===== src/rtl/cpu_types_pkg.sv =====
// cpu_types_pkg
// Types shared by the request unit and its link register.
//   reqstate_t : request sequencer states (FETCH, DATA, HALTED)
//   word_t     : one machine word
//   DEFAULT_WORD_LSB : low address bits that select a byte within a word
package cpu_types_pkg;

  typedef enum logic [1:0] {
    FETCH  = 2'd0,
    DATA   = 2'd1,
    HALTED = 2'd2
  } reqstate_t;

  localparam int WORD_W = 32;
  typedef logic [WORD_W-1:0] word_t;

  localparam int DEFAULT_WORD_LSB = 2;

endpackage


===== src/rtl/link_register.sv =====
// link_register
// Holds the LL/SC reservation: a valid bit and the linked address.
// Ports:
//   clk_i, rst_ni  : clock and asynchronous active-low reset
//   set_i          : LL retiring; load setAddr_i and mark the link valid
//   setAddr_i      : address recorded by an LL
//   clear_i        : SC commit or plain store to the linked word
//   snoop_i        : another agent wrote snoopAddr_i this cycle
//   snoopAddr_i    : snooped write address
//   cmpAddr_i      : address compared against the link
//   match_o        : link valid and cmpAddr_i is in the linked word
module link_register
  import cpu_types_pkg::*;
#(
  parameter int ADDR_W   = 32,
  parameter int WORD_LSB = DEFAULT_WORD_LSB
) (
  input  logic              clk_i,
  input  logic              rst_ni,
  input  logic              set_i,
  input  logic [ADDR_W-1:0] setAddr_i,
  input  logic              clear_i,
  input  logic              snoop_i,
  input  logic [ADDR_W-1:0] snoopAddr_i,
  input  logic [ADDR_W-1:0] cmpAddr_i,
  output logic              match_o
);

  // Byte-select bits are masked out so any address inside the word matches.
  localparam logic [ADDR_W-1:0] WordMask = {ADDR_W{1'b1}} << WORD_LSB;

  logic              linkValid_q, linkValid_d;
  logic [ADDR_W-1:0] linkAddr_q, linkAddr_d;
  logic              snoopHit;

  assign snoopHit = snoop_i & linkValid_q &
                    (((snoopAddr_i ^ linkAddr_q) & WordMask) == '0);
  assign match_o  = linkValid_q &
                    (((cmpAddr_i ^ linkAddr_q) & WordMask) == '0);

  // A new LL wins over a snoop or clear landing in the same cycle.
  always_comb begin
    linkValid_d = linkValid_q;
    linkAddr_d  = linkAddr_q;
    if (set_i) begin
      linkValid_d = 1'b1;
      linkAddr_d  = setAddr_i;
    end else if (clear_i || snoopHit) begin
      linkValid_d = 1'b0;
    end
  end

  always_ff @(posedge clk_i or negedge rst_ni) begin
    if (!rst_ni) begin
      linkValid_q <= 1'b0;
      linkAddr_q  <= '0;
    end else begin
      linkValid_q <= linkValid_d;
      linkAddr_q  <= linkAddr_d;
    end
  end

endmodule


===== src/rtl/request_unit.sv =====
// request_unit
// Sequences instruction fetch and data access with the memory arbiter,
// strobes the PC once per retired instruction, latches HALT and owns the
// LL/SC link register.
// Ports:
//   CLK, nRST                 : clock and asynchronous active-low reset
//   iREN_in, dREN_in, dWEN_in : decoder fetch / load / store requests
//   halt_in, atomic_in        : decoder HALT and LL/SC flags
//   daddr_in                  : data address from the ALU
//   ihit, dhit                : fetch / data access complete
//   snoop_valid, snoop_addr   : remote write observed on the bus
//   imemREN                   : instruction read enable
//   dmemREN, dmemWEN          : registered data read / write enables
//   pc_en                     : one-cycle PC update strobe
//   sc_success                : SC result, valid while pc_en retires an SC
//   halted                    : sticky halt
module request_unit
  import cpu_types_pkg::*;
#(
  parameter int ADDR_W   = 32,
  parameter int WORD_LSB = DEFAULT_WORD_LSB
) (
  input  logic              CLK,
  input  logic              nRST,
  input  logic              iREN_in,
  input  logic              dREN_in,
  input  logic              dWEN_in,
  input  logic              halt_in,
  input  logic              atomic_in,
  input  logic [ADDR_W-1:0] daddr_in,
  input  logic              ihit,
  input  logic              dhit,
  input  logic              snoop_valid,
  input  logic [ADDR_W-1:0] snoop_addr,
  output logic              imemREN,
  output logic              dmemREN,
  output logic              dmemWEN,
  output logic              pc_en,
  output logic              sc_success,
  output logic              halted
);

  reqstate_t         state_q, state_d;
  logic              dmemREN_q, dmemREN_d;
  logic              dmemWEN_q, dmemWEN_d;
  logic              atomic_q, atomic_d;
  logic [ADDR_W-1:0] reqAddr_q, reqAddr_d;

  logic              linkSet, linkClear, linkMatch;
  logic [ADDR_W-1:0] cmpAddr;
  logic              scReq, dataReq;

  // The request is captured at the FETCH exit so decoder changes during
  // DATA have no effect; the captured address drives link updates.
  assign scReq   = atomic_in & dWEN_in;
  assign dataReq = dREN_in | dWEN_in;
  assign cmpAddr = (state_q == DATA) ? reqAddr_q : daddr_in;

  link_register #(
    .ADDR_W   (ADDR_W),
    .WORD_LSB (WORD_LSB)
  ) u_link (
    .clk_i       (CLK),
    .rst_ni      (nRST),
    .set_i       (linkSet),
    .setAddr_i   (reqAddr_q),
    .clear_i     (linkClear),
    .snoop_i     (snoop_valid),
    .snoopAddr_i (snoop_addr),
    .cmpAddr_i   (cmpAddr),
    .match_o     (linkMatch)
  );

  // A failed SC never reaches DATA and retires like an ALU op.
  always_comb begin
    state_d   = state_q;
    dmemREN_d = dmemREN_q;
    dmemWEN_d = dmemWEN_q;
    atomic_d  = atomic_q;
    reqAddr_d = reqAddr_q;
    pc_en     = 1'b0;
    linkSet   = 1'b0;
    linkClear = 1'b0;
    case (state_q)
      FETCH: begin
        if (ihit) begin
          if (halt_in) begin
            state_d = HALTED;
          end else if (dataReq && !(scReq && !linkMatch)) begin
            state_d   = DATA;
            dmemREN_d = dREN_in;
            dmemWEN_d = dWEN_in;
            atomic_d  = atomic_in;
            reqAddr_d = daddr_in;
          end else begin
            pc_en = 1'b1;
          end
        end
      end
      DATA: begin
        if (dhit) begin
          state_d   = FETCH;
          dmemREN_d = 1'b0;
          dmemWEN_d = 1'b0;
          atomic_d  = 1'b0;
          pc_en     = 1'b1;
          if (atomic_q && dmemREN_q) begin
            linkSet = 1'b1;
          end else if (dmemWEN_q && (atomic_q || linkMatch)) begin
            linkClear = 1'b1;
          end
        end
      end
      HALTED: begin
      end
      default: state_d = FETCH;
    endcase
  end

  always_ff @(posedge CLK or negedge nRST) begin
    if (!nRST) begin
      state_q   <= FETCH;
      dmemREN_q <= 1'b0;
      dmemWEN_q <= 1'b0;
      atomic_q  <= 1'b0;
      reqAddr_q <= '0;
    end else begin
      state_q   <= state_d;
      dmemREN_q <= dmemREN_d;
      dmemWEN_q <= dmemWEN_d;
      atomic_q  <= atomic_d;
      reqAddr_q <= reqAddr_d;
    end
  end

  // An SC only holds DATA after passing its link check, so the registered
  // atomic write itself is the success indication.
  assign imemREN    = iREN_in & (state_q == FETCH);
  assign dmemREN    = dmemREN_q;
  assign dmemWEN    = dmemWEN_q;
  assign sc_success = atomic_q & dmemWEN_q;
  assign halted     = (state_q == HALTED);

endmodule

===== config.mk =====
export PLATFORM = sky130hd
export DESIGN_NAME = request_unit
export DESIGN_NICKNAME = d
export VERILOG_FILES = /design/src/rtl/cpu_types_pkg.sv /design/src/rtl/link_register.sv /design/src/rtl/request_unit.sv
export SDC_FILE = /design/constraint.sdc
export NUM_CORES = 1
export LEC_CHECK = 0
export BUFFER_PORTS_ARGS = -buffer_cell sky130_fd_sc_hd__buf_2
export CORE_MARGIN = 8
export CORE_UTILIZATION = 57
export CTS_BUF_LIST = sky130_fd_sc_hd__clkbuf_4 sky130_fd_sc_hd__clkbuf_8
export DETAILED_ROUTE_END_ITERATION = 7
export PLACE_DENSITY_LB_ADDON = 0.3
export RECOVER_POWER = 100
export SLEW_MARGIN = 20
export SYNTH_ARGS = -nofsm -noshare
export SYNTH_HDL_FRONTEND = slang
export SYNTH_SLANG_ARGS = --single-unit

===== constraint.sdc =====
create_clock -name CLK -period 3.2 [get_ports CLK]
set_input_delay 0.16 -clock CLK [delete_from_list [all_inputs] [get_ports CLK]]
set_output_delay 0.16 -clock CLK [all_outputs]
set_load 0.01 [all_outputs]

### Word-level counts from Yosys, hierarchy flattened

Index checks and enable logic that the tools add are counted.

* output and inout port bits: 6
* logic and storage cells: 74
* register bits after elaboration: 70

* reductions and logical operators: 16
* equal/unequal tests: 7
* mux-type cells: 33
* bitwise logic cells: 11

Operator list (number)
* $logic_not A32 Y1: 2
* $xor A32 B32 Y32: 2
* $mux W32: 1
* $mux W1: 23
* $mux W2: 4
* $ne A2 B2 Y1 const B: 4
* $pmux W1 S2: 4
* $reduce_and A4 Y1: 2
* $and A1 B1 Y1: 6
* $pmux W2 S3: 1
* $reduce_and A5 Y1: 1
* $logic_and A1 B1 Y1: 4
* $reduce_bool A2 Y1: 2
* $ne A3 B3 Y1 const B: 1
* $eq A2 B1 Y1 const B: 1
* $eq A2 B2 Y1 const B: 1
* $logic_not A1 Y1: 2
* $logic_not A2 Y1: 1
* $logic_or A1 B1 Y1: 2
* $not A1 Y1: 2
* $or A1 B1 Y1: 1

### Longest topological paths before layout

* depth after elaboration: 14
* mapped depth: 12
* gate-level depth less buffers: 8

### By module

A second synthesis with hierarchy kept.

* cell total of the unflattened synthesis: 286
* area total of the unflattened synthesis: 3703.6 um^2

By module, submodules not included
* request_unit: times used 1, area each 1903.1 um^2, cells an instance 139
* link_register: times used 1, area each 1800.5 um^2, cells an instance 147

### Worst setup path after synthesis

Ideal clock, no wire load.

* kind: register to register
* from: register state_q[0]
* to: register reqAddr_q[10]
* arrival time: 2.712 ns
* buffers on the path: 3
* clock period less this slack: 2.837 ns
* stages on the path, launching flop included: 12
* path slack: 0.363 ns
* library setup time: 0.125 ns
* cells stage by stage: dfrtp_1 -> buf_6 -> nor2b_1 -> buf_6 -> a2111oi_2 -> a22oi_1 -> nor4_2 -> nand4_1 -> o311ai_4 -> nand3_4 -> buf_6 -> mux2_4

* word-level cells in the longest chain between the ends: 10
* elaborated cells on any way between the ends: 11

RTL lines
* start: declaration: line request_unit.sv:43 `reqstate_t state_q, state_d;`
* start signal: assignment: line request_unit.sv:128 `state_q <= state_d;`
* $eq A2 B1 Y1: line request_unit.sv:57 `assign cmpAddr = (state_q == DATA) ? reqAddr_q : daddr_in;`
* $mux W32: line request_unit.sv:57
* $xor A32 B32 Y32: line link_register.sv:39 `(((cmpAddr_i ^ linkAddr_q) & WordMask) == '0);`
* $logic_not A32 Y1: line link_register.sv:39
* $and A1 B1 Y1: line link_register.sv:38 `assign match_o = linkValid_q &`
* $logic_not A1 Y1: line request_unit.sv:89 `end else if (dataReq && !(scReq && !linkMatch)) begin`
* $logic_and A1 B1 Y1: line request_unit.sv:89
* $logic_not A1 Y1: line request_unit.sv:89
* $logic_and A1 B1 Y1: line request_unit.sv:89
* $reduce_and A4 Y1 (no source line) *
* end signal: assignment: line request_unit.sv:132 `reqAddr_q <= reqAddr_d;`
* end: declaration: line request_unit.sv:47 `logic [ADDR_W-1:0] reqAddr_q, reqAddr_d;`

Every way passes the cells marked *; elsewhere a longest branch is shown, timed or not.
A chain may end at the register's enable or synchronous reset.

### Worst setup path in the final report

* from: register state_q[1]
* to: register reqAddr_q[8]

Same word-level chain as after synthesis.

==> impl_metrics.py <==
metrics = {
    "status": {
        "outcome": "finished, final reports clean",
    },
    "clock_tree": {
        "cts_tree": "yes",
        "cts_htree_levels": 3,
        "root_buffer": "clkbuf_8",
        "clk_path_buf_depth": 2,
        "clock_sinks": 66,
        "insertion_delay_ns": 0.34,
        "cts_buffers": 9,
        "clkTransAtPathRegs_ns": 0.07,
    },
    "sta": {
        "relSlewSlack_pct": 19.62,
        "final_max_slew_viol_count": 0,
        "hold_viol_final": 0,
        "tightestPinTransition_ns": 1.206,
        "tns_ns": 0,
        "fin_hold_ws_ns": 0.04810,
        "fin_crit_ns": 3.036,
        "setup_viol": 0,
        "fin_crit_sh_pct": 94.88,
        "rsz0062_at_grt": "false",
        "timing.fmax_mhz": 329.4,
        "fin_skew_ns": 0.01020,
    },
    "synthesis": {
        "ys_seq_area_share_pct": 42.09,
        "synth_top_area_share_pct": 42.09,
        "synth.distinct_cells": 51,
        "synth_edf_count": 0,
        "synth_area_leaders": "dfrtp_1 (42%), mux2_4 (10%), mux2_2 (8.0%)",
        "syn_area_um2": 3924,
        "async_reset_ff_share_pct": 100.0,
        "synth_top_area_cell": "dfrtp_1",
        "ys_seq_elements": 66,
        "synthCells": 340,
        "synth_nets": 414,
        "synth_warnings": 0,
        "synth_flop_cell": "dfrtp_1",
        "syn_area_per_cell_um2": 11.54,
    },
    "route": {
        "drt_pass1_iterations": 4,
        "vias_per_cell": 5.710,
        "dr_total_vias": 2958,
        "route.detailed.drc": 0,
        "postRouteAntennaNets": 0,
        "totalWireLength_um": 9658,
        "first_iter_violations": 164,
        "wl_per_cell_um": 18.64,
    },
    "final_layout": {
        "syn_to_final_growth_pct": 16.45,
        "antennaDiodeCount": 0,
        "nFillCells": 531,
        "layout.nets": 507,
        "drive_above_1_share_pct": 33.33,
    },
    "setup_path": {
        "ff2ff_path_depth": 12,
        "path_max_fanout": 32,
        "r2r_end": "reqAddr_q[8]$_DFFE_PN0P_",
        "endpoint_kind": "flop",
        "startpoint_type": "flop",
        "r2r_slack_ns": 0.16,
        "worstPathRequired_ns": 3.42,
        "worst_ep_arrival_time_ns": 3.25,
        "r2r-start": "state_q[1]$_DFFE_PN0P_",
        "crit_type": "flop to flop",
    },
    "floorplanning": {
        "ios": 80,
        "die_width_um": 98.97,
        "rows": 30,
        "initial_core_util_pct": 58.40,
        "coreArea_um2": 6719,
        "dieArea_um2": 9795,
        "die_y_um": 98.97,
    },
    "power": {
        "power_density_nw_per_um2": 488.3,
        "p_leak_nw": 2.124,
        "peakVddDrop_mv": 0.2880,
        "total_power_mw": 2.231,
    },
    "grt": {
        "grtUsageMet2_pct": 34.15,
        "grt_pass1_wl_um": 15900,
        "grt_util_met1_pct": 25.34,
        "grt_remaining_overflow": 0,
        "grt_pass1_vias": 3179,
        "met3_usage_pct": 4.863,
        "grt_antenna_before_repair": 0,
        "top_usage_layer": "met2",
        "track_usage_pct": 20.66,
        "grt_max_degree": 48,
    },
    "placed_design": {
        "port_buffers": 75,
        "place.gp.congestion": 0.8503,
        "hpwl_um": 7238,
    },
    "min_path": {
        "hold_path.class": "primary input to flop",
        "min_from": "daddr_in[7]",
        "whs_endpoint": "reqAddr_q[7]$_DFFE_PN0P_",
        "hold_depth": 2,
    },
    "run": {
        "cap_violations": 0,
    },
}
-- through the flow --
stage | setup WS [ns] | std cells | utilization [%] | area, µm²
floorplan | 0.3629 | 340 | - | 3924
global placement | 0.1519 | 497 | 66.09 | 4441
detailed placement | 0.1366 | 497 | 66.09 | 4441
CTS | 0.03360 | 515 | 68.96 | 4633
global route | 0.01937 | 518 | 68.01 | 4569
finish | 0.1639 | 518 | 68.01 | 4569
-- area by class of cell --
type,count,area (µm²),area share (%)
multi-input combinational,245,2049,44.85
inverter,17,63.81,1.396
sequential,66,1652,36.14
clock buffer,11,145.1,3.176
timing repair buffer,94,529.3,11.58
tap,80,100.1,2.191
clock inverter,5,30.03,0.6572
-- flip-flops by register name (all words and copies together), names as in the netlist --
| name | flops |
|---|---|
| reqAddr_q | 30 |
| state_q | 2 |
| dmemWEN | 1 |
| u_link.linkValid_q | 1 |
| u_link.linkAddr_q | 30 |
| dmemREN | 1 |
| atomic_q | 1 |
-- where the power goes --
group,internal [mW],switching (mW),total (mW)
registers,1.02,0.174,1.19
logic,0.227,0.185,0.412
clock network,0.307,0.321,0.628
-- worst max-delay path, stage by stage (launching register included) --
cell	delay [ns]
dfrtp_1	0.43
nand2b_4	0.18
buf_4	0.16
a2111oi_2	0.32
nor2_1	0.11
nor4_2	0.40
nand4_1	0.14
buf_4	0.18
o311ai_4	0.23
buf_4	0.16
nand3_4	0.07
buf_12	0.19
mux2_1	0.33
-- cells in the final DEF (no fill, tap or decap), drive strengths merged, types with 2 or more instances in the layout --
cell type  count
dfrtp         66
nor2b         10
inv           17
nand3          2
nand3b         2
nor4           7
o41ai          2
o2111ai        3
a2111oi        5
o221ai         6
buf           83
nand4          7
o21ai         11
mux2i          9
nand2         16
nor3           2
o22ai          2
clkinv         3
a21oi         12
and2           3
xnor2         21
clkinvlp       2
nor4b          2
nor2           8
nand2b         5
a31oi          2
mux2          55
or2            5
xor2          31
clkbuf        21
a221oi         3
-- worst max path at each step --
stage | start | slack (ns) | to
2_1_floorplan | state_q[0]$_DFFE_PN0P_ | 0.36 | reqAddr_q[10]$_DFFE_PN0P_
3_3_place_gp | state_q[1]$_DFFE_PN0P_ | 0.15 | reqAddr_q[31]$_DFFE_PN0P_
3_5_place_dp | state_q[1]$_DFFE_PN0P_ | 0.14 | reqAddr_q[12]$_DFFE_PN0P_
4_1_cts | state_q[1]$_DFFE_PN0P_ | 0.03 | pc_en
5_1_grt | state_q[1]$_DFFE_PN0P_ | 0.02 | reqAddr_q[26]$_DFFE_PN0P_
6_report | state_q[1]$_DFFE_PN0P_ | 0.16 | reqAddr_q[8]$_DFFE_PN0P_
-- logic make-up (layout without fill, tap and decap cells) --
kind of cell	Yosys count	after routing	share of synthesized area [%]
simple gates	73	73	10.84
flops	66	66	42.09
mux	64	64	20.66
compound gates	56	56	10.84
xor+xnor	52	52	11.61
buf+inv	29	127	3.954
-- timing repair --
action                                  in CTS  in global routing
hold buffers                                 1                  0
hold endpoints to repair                    19                  0
setup buffers                                1                  3
endpoints found under the setup margin       1                 30
pin swaps                                    1                  3
gates resized for setup                      0                  8
-- synthesized netlist by cell type (2+ instances only) --
library cell,count
dfrtp_1,66
xor2_1,31
mux2_2,28
mux2_4,27
xnor2_1,21
inv_1,17
nand2_1,16
a21oi_1,11
o21ai_0,11
nor2b_1,10
mux2i_1,9
nor2_1,8
nand4_1,7
buf_6,6
nor4_1,6
o221ai_1,6
nand2b_1,5
or2_2,5
clkbuf_1,4
a2111oi_0,3
a221oi_1,3
and2_1,3
o2111ai_1,3
a31oi_1,2
nand3b_1,2
nor3_1,2
nor4b_1,2
o22ai_1,2
o41ai_1,2
-- metal layers --
layer / share of wire [%] / up-vias
met4: 2.3 / 0
met2: 49 / 70
met5: 0 / -
met3: 5.2 / 18
li1: - / 1417
met1: 44 / 1453
No activity file was read; power rests on OpenSTA's default activity.
